--- config.mk ---
export PLATFORM = sky130hd
export DESIGN_NAME = truth_table_sweeper_flat
export DESIGN_NICKNAME = d
export VERILOG_FILES = /design/src/rtl/truth_table_sweeper_if.sv /design/src/rtl/truth_table_sweeper.sv /design/src/flat_wrapper.sv
export SDC_FILE = /design/constraint.sdc
export NUM_CORES = 1
export LEC_CHECK = 0
export CORE_UTILIZATION = 30
export CTS_CLUSTER_SIZE = 40
export DETAILED_ROUTE_END_ITERATION = 7
export GPL_TIMING_DRIVEN = 0
export PLACE_DENSITY = 0.49
export SLEW_MARGIN = 20
export SYNTH_ARGS = -nofsm -noshare
export SYNTH_HDL_FRONTEND = slang
export SYNTH_SLANG_ARGS = --single-unit
--- constraint.sdc ---
create_clock -name clk -period 3.5 [get_ports clk]
set_input_delay 0.35 -clock clk [delete_from_list [all_inputs] [get_ports clk]]
set_output_delay 0.35 -clock clk [all_outputs]
set_load 0.05 [all_outputs]
--- src/rtl/truth_table_sweeper_if.sv ---
// Stimulus/capture bundle between the truth-table sweeper and its environment.
//   master : the sweeper (drives DUT inputs and status/result outputs)
//   slave  : the environment (drives start/abort and returns the DUT output)
//   start, abort          control inputs to the sweeper
//   dut_in1..dut_in3      row bits driven to the circuit under test
//   dut_out               circuit-under-test output
//   busy, done            sweep status
//   row_idx               current row {in1,in2,in3}
//   truth_table, unstable captured code and per-row instability flags
//   match                 captured code equals the expected code with no instability
interface truth_table_sweeper_if;
  logic       start;
  logic       abort;
  logic       dut_in1;
  logic       dut_in2;
  logic       dut_in3;
  logic       dut_out;
  logic       busy;
  logic       done;
  logic [2:0] row_idx;
  logic [7:0] truth_table;
  logic [7:0] unstable;
  logic       match;

  modport master (
    input  start, abort, dut_out,
    output dut_in1, dut_in2, dut_in3, busy, done, row_idx, truth_table, unstable, match
  );

  modport slave (
    output start, abort, dut_out,
    input  dut_in1, dut_in2, dut_in3, busy, done, row_idx, truth_table, unstable, match
  );
endinterface

--- src/rtl/truth_table_sweeper.sv ---
// Drives a 3-input combinational circuit through all 8 input rows, lets each row settle,
// samples the circuit output several times per row and assembles an 8-bit truth-table code
// (bit 7-r holds the output for row r), flagging rows whose samples disagree.
//   clk    rising-edge clock
//   rst_n  asynchronous active-low reset
//   bus    master side of truth_table_sweeper_if (control, DUT drive/capture, results)
module truth_table_sweeper #(
  parameter int unsigned SETTLE_CYCLES = 4,
  parameter int unsigned SAMPLES       = 2,
  parameter logic [7:0]  EXPECTED_TT   = 8'hCB,
  parameter int unsigned CNT_W         = 8
) (
  input  logic                  clk,
  input  logic                  rst_n,
  truth_table_sweeper_if.master bus
);

  localparam int unsigned ROW_W = 3;

  typedef enum logic [1:0] {
    S_IDLE,
    S_SETTLE,
    S_SAMPLE,
    S_DONE
  } state_e;

  localparam logic [CNT_W-1:0] SETTLE_LAST = CNT_W'(SETTLE_CYCLES - 1);
  localparam logic [CNT_W-1:0] SAMPLE_LAST = CNT_W'(SAMPLES - 1);
  localparam logic [ROW_W-1:0] ROW_LAST    = ROW_W'(7);

  state_e             state_q, state_d;
  logic [CNT_W-1:0]   cnt_q,   cnt_d;
  logic [ROW_W-1:0]   row_q,   row_d;
  logic               ref_q,   ref_d;
  logic [7:0]         tt_q,    tt_d;
  logic [7:0]         unst_q,  unst_d;
  logic               busy_q,  busy_d;
  logic               done_q,  done_d;
  logic               match_q, match_d;

  // Row r lands in bit 7-r, which for a 3-bit index is simply ~r.
  logic [ROW_W-1:0]   bit_idx;
  assign bit_idx = ~row_q;

  // State and datapath registers.
  always_ff @(posedge clk or negedge rst_n) begin
    if (!rst_n) begin
      state_q <= S_IDLE;
      cnt_q   <= '0;
      row_q   <= '0;
      ref_q   <= 1'b0;
      tt_q    <= '0;
      unst_q  <= '0;
      busy_q  <= 1'b0;
      done_q  <= 1'b0;
      match_q <= 1'b0;
    end else begin
      state_q <= state_d;
      cnt_q   <= cnt_d;
      row_q   <= row_d;
      ref_q   <= ref_d;
      tt_q    <= tt_d;
      unst_q  <= unst_d;
      busy_q  <= busy_d;
      done_q  <= done_d;
      match_q <= match_d;
    end
  end

  // Next-state and next-output logic.
  always_comb begin
    state_d = state_q;
    cnt_d   = cnt_q;
    row_d   = row_q;
    ref_d   = ref_q;
    tt_d    = tt_q;
    unst_d  = unst_q;
    done_d  = 1'b0;
    match_d = match_q;

    unique case (state_q)
      S_IDLE: begin
        // abort has priority over start while idle.
        if (bus.start && !bus.abort) begin
          state_d = S_SETTLE;
          row_d   = '0;
          cnt_d   = '0;
          tt_d    = '0;
          unst_d  = '0;
          match_d = 1'b0;
        end
      end

      S_SETTLE: begin
        if (bus.abort) begin
          state_d = S_IDLE;
          row_d   = '0;
          cnt_d   = '0;
          match_d = 1'b0;
        end else if (cnt_q == SETTLE_LAST) begin
          state_d = S_SAMPLE;
          cnt_d   = '0;
        end else begin
          cnt_d = cnt_q + CNT_W'(1);
        end
      end

      S_SAMPLE: begin
        if (bus.abort) begin
          state_d = S_IDLE;
          row_d   = '0;
          cnt_d   = '0;
          match_d = 1'b0;
        end else begin
          // First sample is the reference; later ones are compared against it.
          if (cnt_q == '0) begin
            ref_d = bus.dut_out;
          end else if (bus.dut_out != ref_q) begin
            unst_d[bit_idx] = 1'b1;
          end

          if (cnt_q == SAMPLE_LAST) begin
            tt_d[bit_idx] = bus.dut_out;
            cnt_d         = '0;
            if (row_q == ROW_LAST) begin
              state_d = S_DONE;
              row_d   = '0;
              done_d  = 1'b1;
              match_d = (tt_d == EXPECTED_TT) && (unst_d == 8'h00);
            end else begin
              state_d = S_SETTLE;
              row_d   = row_q + ROW_W'(1);
            end
          end else begin
            cnt_d = cnt_q + CNT_W'(1);
          end
        end
      end

      S_DONE: begin
        state_d = S_IDLE;
      end

      default: begin
        state_d = S_IDLE;
      end
    endcase

    busy_d = (state_d == S_SETTLE) || (state_d == S_SAMPLE);
  end

  // DUT inputs follow the row register, which is cleared whenever the sweep is not running.
  assign bus.dut_in1     = row_q[2];
  assign bus.dut_in2     = row_q[1];
  assign bus.dut_in3     = row_q[0];
  assign bus.row_idx     = row_q;
  assign bus.busy        = busy_q;
  assign bus.done        = done_q;
  assign bus.truth_table = tt_q;
  assign bus.unstable    = unst_q;
  assign bus.match       = match_q;

endmodule

--- src/flat_wrapper.sv ---
// flat-port wrapper written by rule: the top's interface ports become plain ports
module truth_table_sweeper_flat 
#(
  parameter int unsigned SETTLE_CYCLES = 4,
  parameter int unsigned SAMPLES       = 2,
  parameter logic [7:0]  EXPECTED_TT   = 8'hCB,
  parameter int unsigned CNT_W         = 8
)
  (clk, rst_n, bus_start, bus_abort, bus_dut_out, bus_dut_in1, bus_dut_in2, bus_dut_in3, bus_busy, bus_done, bus_row_idx, bus_truth_table, bus_unstable, bus_match);
  truth_table_sweeper_if bus_i ();
  input  logic clk;
  input  logic rst_n;
  input wire logic [$bits(bus_i.start)-1:0] bus_start;
  input wire logic [$bits(bus_i.abort)-1:0] bus_abort;
  input wire logic [$bits(bus_i.dut_out)-1:0] bus_dut_out;
  output wire logic [$bits(bus_i.dut_in1)-1:0] bus_dut_in1;
  output wire logic [$bits(bus_i.dut_in2)-1:0] bus_dut_in2;
  output wire logic [$bits(bus_i.dut_in3)-1:0] bus_dut_in3;
  output wire logic [$bits(bus_i.busy)-1:0] bus_busy;
  output wire logic [$bits(bus_i.done)-1:0] bus_done;
  output wire logic [$bits(bus_i.row_idx)-1:0] bus_row_idx;
  output wire logic [$bits(bus_i.truth_table)-1:0] bus_truth_table;
  output wire logic [$bits(bus_i.unstable)-1:0] bus_unstable;
  output wire logic [$bits(bus_i.match)-1:0] bus_match;
  assign bus_i.start = bus_start;
  assign bus_i.abort = bus_abort;
  assign bus_i.dut_out = bus_dut_out;
  assign bus_dut_in1 = bus_i.dut_in1;
  assign bus_dut_in2 = bus_i.dut_in2;
  assign bus_dut_in3 = bus_i.dut_in3;
  assign bus_busy = bus_i.busy;
  assign bus_done = bus_i.done;
  assign bus_row_idx = bus_i.row_idx;
  assign bus_truth_table = bus_i.truth_table;
  assign bus_unstable = bus_i.unstable;
  assign bus_match = bus_i.match;
  truth_table_sweeper #(.SETTLE_CYCLES(SETTLE_CYCLES), .SAMPLES(SAMPLES), .EXPECTED_TT(EXPECTED_TT), .CNT_W(CNT_W)) u_core (.clk(clk), .rst_n(rst_n), .bus(bus_i));
endmodule
-- After elaboration in Yosys (flattened, before gate mapping)
Cells that the tools add are included.
- bits in registers: 33
- bits in latches: 0
- RAM bits: 0
- ROM bits: 0
- input port bits: 5
- output and inout bits: 25
- logic and storage cells: 89
- memories kept: 0
- $add $sub $neg: 2
- multipliers: 0
- div/mod/pow operators: 0
- order comparisons: 2
- equality and inequality tests: 16
- shift operators: 0
- multiplexer cells: 41
- bitwise logic cells: 3
- reduce and logical (&&, ||, !) cells: 16
- operators by type and width (kind ; number):
    $mux W8 ; 12
    $pmux W8 S2 ; 2
    $pmux W8 S3 ; 1
    $logic_not A8 Y1 ; 2
    $mux W3 ; 5
    $mux W2 ; 6
    $mux W1 ; 10
    $pmux W3 S3 ; 1
    $add A8 B1 Y8 const B ; 1
    $bwmux W8 ; 1
    $eq A8 B1 Y1 const B ; 1
    $eq A8 B2 Y1 const B ; 1
    $eq A8 B8 Y1 const B ; 1
    $or A8 B8 Y8 ; 1
    $pmux W2 S4 ; 1
    $reduce_and A4 Y1 ; 2
    $eq A2 B2 Y1 const B ; 3
    $ne A3 B2 Y1 const B ; 2
    $reduce_and A3 Y1 ; 2
    $reduce_and A5 Y1 ; 1
    $eq A2 B1 Y1 const B ; 2
    $lt A3 B4 Y1 const B ; 1
    $ne A2 B1 Y1 const B ; 2
    $ne A2 B2 Y1 const B ; 2
    15 further kinds ; 17

-- Longest topological paths before layout
- word-level depth: 16
- depth in mapped cells: 10
- depth with buffers taken out: 7

-- Worst setup path before layout
Ideal clock, no wire load.
- kind: reg-to-reg
- start point: reg u_core.row_q[1] (netlist: u_core.bus.row_idx[1])
- end point: reg u_core.match_q (netlist: u_core.bus.match)
- library setup time: 76 ps
- arrival: 2128 ps
- required time: 3424 ps
- path slack: 1295 ps
- cell stages (with the launch flop): 7
- path buffers: 0
- clock period less this slack: 2205 ps
- cell sequence: dfrtp_1 > ha_1 > ha_1 > nand4_2 > a211o_1 > or4_1 > o21ai_1
- word-level cells in the longest chain between the ends: 16
- elaborated cells between the ends (all ways): 22
- classes of those cells: order compare (2); eq/ne (3); mux (11); bitwise (2); reduce/logical (4)
- RTL lines (element ; RTL line ; RTL):
    start: declaration ; truth_table_sweeper.sv:33 ; logic [ROW_W-1:0] row_q, row_d;
    start signal: assignment ; truth_table_sweeper.sv:60 ; row_q <= row_d;
    $not A3 Y3 ; truth_table_sweeper.sv:43 ; assign bit_idx = ~row_q;
    $lt A3 B4 Y1 (implied by the code) / $ge A3 B1 Y1 (equally long branches) ; truth_table_sweeper.sv:119, truth_table_sweeper.sv:123 ;
    $logic_and A1 B1 Y1 (implied by the code) ; truth_table_sweeper.sv:119, truth_table_sweeper.sv:123 ;
    $mux W1 (implied by the code) ; truth_table_sweeper.sv:119, truth_table_sweeper.sv:123 ;
    $demux W1 S3 ; - ;
    $or A8 B8 Y8 (no source line) ; - ;
    $mux W8 ; truth_table_sweeper.sv:118 ; end else if (bus.dut_out != ref_q) begin
    $mux W8 ; truth_table_sweeper.sv:116 ; if (cnt_q == '0) begin
    $mux W8 ; truth_table_sweeper.sv:109 ; if (bus.abort) begin
    $mux W8 ; truth_table_sweeper.sv:81 ; unique case (state_q)
    $logic_not A8 Y1 ; truth_table_sweeper.sv:129 ; match_d = (tt_d == EXPECTED_TT) && (unst_d == 8'h00);
    $logic_and A1 B1 Y1 ; truth_table_sweeper.sv:129 ;
    $mux W1 ; truth_table_sweeper.sv:125 ; if (row_q == ROW_LAST) begin
    $mux W1 ; truth_table_sweeper.sv:122 ; if (cnt_q == SAMPLE_LAST) begin
    $mux W1 ; truth_table_sweeper.sv:109 ;
    $pmux W1 S3 ; truth_table_sweeper.sv:81 ;
    end signal: assignment ; truth_table_sweeper.sv:66 ; match_q <= match_d;
    end: declaration ; truth_table_sweeper.sv:39 ; logic match_q, match_d;
Parallel ways exist; a longest one is shown, timed or not. The select of a mux whose other input is x is not followed.
A chain may end at the register's enable or synchronous reset.

-- Worst setup path after layout
- start point: reg u_core.state_q[0]
- end point: reg u_core.tt_q[0] (netlist: u_core.bus.truth_table[0])
- word-level cells in the longest chain between the ends: 3
- elaborated cells between the ends (all ways): 8
- classes of those cells: eq/ne (4); mux (1); reduce/logical (3)
- RTL lines (element ; RTL line ; RTL):
    start: declaration ; truth_table_sweeper.sv:31 ; state_e state_q, state_d;
    start signal: assignment ; truth_table_sweeper.sv:58 ; state_q <= state_d;
    $eq A2 B2 Y1 / $logic_not A2 Y1 (equally long branches) ; truth_table_sweeper.sv:81 ;
    $ne A2 B1 Y1 (no source line) (tied with other cells) ; - ;
    $reduce_and A4 Y1 (no source line) ; - ;
    end signal: assignment ; truth_table_sweeper.sv:62 ; tt_q <= tt_d;
    end: declaration ; truth_table_sweeper.sv:35 ; logic [7:0] tt_q, tt_d;
Parallel ways exist; a longest one is shown, timed or not.

==> out/metrics.csv <==
metric,value,unit
globalplace.congestion,0.781,
cts_setup_buffers,0,
outcome,completed,
cts_tree,built,
syn_to_final_growth,27.4,%
cts.sinks,33,
wl_per_cell,14.4,um
clk_pin_slew,0.07,ns
wl_met2,2020,um
period_share,73.4,%
fin_crit,2.57,ns
hold_depth,2,
netlist_area,1950,sq um
cp_max_fo,10,
max_stage_delay,0.41,ns
ys_top_cells_by_area,"dfrtp_1 42%, ha_1 5.8%, nand2_1 4.4%",
setup_viol,0,
synth.top_cell.area_share,42.3,%
cts_root_buf,clkbuf_8,
antenna_found_initial,0,
drt-met1-wl,2550,um
worst_pin_slew,0.559,ns
yosys-top-cells-count,"33 x dfrtp_1, 23 x nand2_1, 20 x nor2_1",
peakVddDrop,0.000332,V
max-cap-violations,0,
synthesis.yosys.warnings,0,
crit_path_top_delay_cell,dfrtp_1,
fillCellCount,651,
grt_pass1_vias,1602,
r2r_slack,0.93,ns
firstDrtPassIters,4,
ys_seq_area_share,42.3,%
setup_ws,0.930,ns
fin_util,39.4,%
dieArea,6840,sq um
reg2regPathDepth,9,
track_usage,16.5,%
maxSlewHeadroom,62.6,%
hold_viol_final,0,
layout.cells.non_filler,334,
io-pin-count,30,
setup_tns,0,ns
antenna_cells,0,
viasPerCell,5.07,
timing.critical_path.mode_cell,clkbuf_1,
dp_hpwl,3560,um
synth_edf_count,0,
syn_avg_cell_area,8.96,sq um
holdWs,0.514,ns
die_w,82.7,um
grt_pass1_wl,8220,um
end_kind,flip-flop,
p_per_area,460,nW/um^2
skew,0.00817,ns
finalMaxSlewViolations,0,
r2r_start,u_core.state_q[0],
cts_max_level,2,
synth-seq-cells,33,
fin_nets,270,
synth_cell_type_count,48,
fin_area,2490,sq um
syn-num-nets,232,
async_flop_share,100,%
timing.rr.end,u_core.bus.truth_table[0],
worstSetupPathType,flip-flop to flip-flop,
numCtsBuffers,5,
grt_overflow,0,
critPathLaunchType,flip-flop,
hold_path_startpoint,u_core.ref_q,
syn_inst,218,
clockBufferDepth,2,
finalPower,1.15,mW
totalWireLength,4810,um
cp.arrival,2.74,ns
drt_iter0_drc,87,
hp-class,flip-flop to flip-flop,
cp_cell_sequence,inv_1 > ha_1 > clkbuf_1 > nor2b_1 > clkbuf_1 > nand4_1 > a22o_1 > clkbuf_1 > a22o_1,
post-synth-top-count-cell,dfrtp_1,
drtAntennaViolNets,0,
leakagePower,1.08,nW
drc,0,
rows,29,
placed_area,2360,sq um
wl_met3,170,um
top_layer_used,met4,
synth_top_area_cell,dfrtp_1,
fmax,389,MHz
required,3.67,ns
num_vias,1693,
clk_latency,0.29,ns
ys.flop_type,dfrtp_1,
start_util,30.9,%
placedCellCount,325,
io_buffers,29,
grt_max_degree,19,
dp_slack,0.944,ns
drive_gt1_share,8.56,%
die_h,82.7,um
rsz0062_at_grt,no,
whs_endpoint,u_core.ref_q,
coreArea,6310,sq um
## layout make-up
cell class	instances	area (sq um)	share of cell area [%]
multi-input combinational	164	1040	41.7
sequential	33	826	33.2
timing repair buffer	31	323	13.0
tap	77	96.3	3.87
clock buffer	7	86.3	3.47
buffer	13	60.1	2.41
clock inverter	1	30.0	1.21
inverter	8	30.0	1.21
## cells by family (layout without fill, tap and decap cells)
kind of cell	after synthesis	in the layout	synth area share [%]
DFF	33	33	42.3
and+or+nand+nor	89	89	24.2
adders and majority gates	9	9	5.77
AOI/OAI and AO/OA	58	58	19.2
buffers and inverters	21	60	4.61
muxes	5	5	2.63
xor gates and xnor gates	3	3	1.35
## flip-flops by register name, indices dropped and copies added (netlist names)
register / count
u_core.bus.truth_table: 8
u_core.bus.unstable: 8
u_core.cnt_q: 8
u_core.bus.row_idx: 3
u_core.state_q: 2
u_core.bus.busy: 1
u_core.bus.done: 1
u_core.bus.match: 1
u_core.ref_q: 1
## cells in the final DEF (no fill, tap or decap), drive strengths merged, types with 2 or more instances in the layout
master / Yosys / layout
a31oi: 5 / 5
ha: 9 / 9
or3: 3 / 3
a21o: 2 / 2
buf: 3 / 5
mux2i: 4 / 4
nand4: 3 / 3
dfrtp: 33 / 33
xnor2: 2 / 2
nor2: 20 / 20
clkbuf: 10 / 17
a22o: 7 / 7
nor2b: 8 / 8
inv: 8 / 8
and3: 6 / 6
nor3: 2 / 2
nor3b: 2 / 2
nor4: 3 / 3
o31ai: 3 / 3
nand2b: 3 / 3
nand2: 23 / 23
o21ai: 16 / 16
nand3b: 3 / 3
nand3: 8 / 8
clkdlybuf4s50: 0 / 28
a21oi: 14 / 14
## where the power goes
group | internal (mW) | switching (mW)
Clock | 0.232 | 0.147
Sequential | 0.399 | 0.0153
Combinational | 0.118 | 0.234
Total | 0.750 | 0.396
## metal layers
layer	vias to the layer above	global-route usage, %
li1	852	-
met1	803	24.6
met2	33	23.3
met3	5	3.08
met4	0	6.21
met5	-	0
## worst max path at each step
stage          depth (start not counted)  slack (ns)                   from                   endpoint
2_1_floorplan                          6        1.30  u_core.bus.row_idx[1]           u_core.bus.match
3_3_place_gp                           9        0.93      u_core.state_q[0]  u_core.bus.truth_table[0]
3_5_place_dp                          10        0.94      u_core.state_q[0]  u_core.bus.truth_table[7]
4_1_cts                               10        0.91      u_core.state_q[0]  u_core.bus.truth_table[4]
5_1_grt                               10        0.55      u_core.state_q[0]  u_core.bus.truth_table[4]
6_report                               9        0.93      u_core.state_q[0]  u_core.bus.truth_table[0]
## what timing repair did
action / in CTS / in global routing
endpoints found under the setup margin: 0 / 0
hold buffers: 1 / 0
gates resized for setup: 0 / 0
endpoints found under the hold margin: 1 / 0
## worst max-delay path, delay by kind of cell (launching register included)
family / cells / cell delay [ns]
adder cells (fa/ha/maj): 1 / 0.14
flip-flops: 1 / 0.41
AO/OA/AOI/OAI: 2 / 0.56
AND/OR/NAND/NOR: 2 / 0.36
buffers and inverters: 4 / 0.98
No activity file was read; power rests on OpenSTA's default activity.
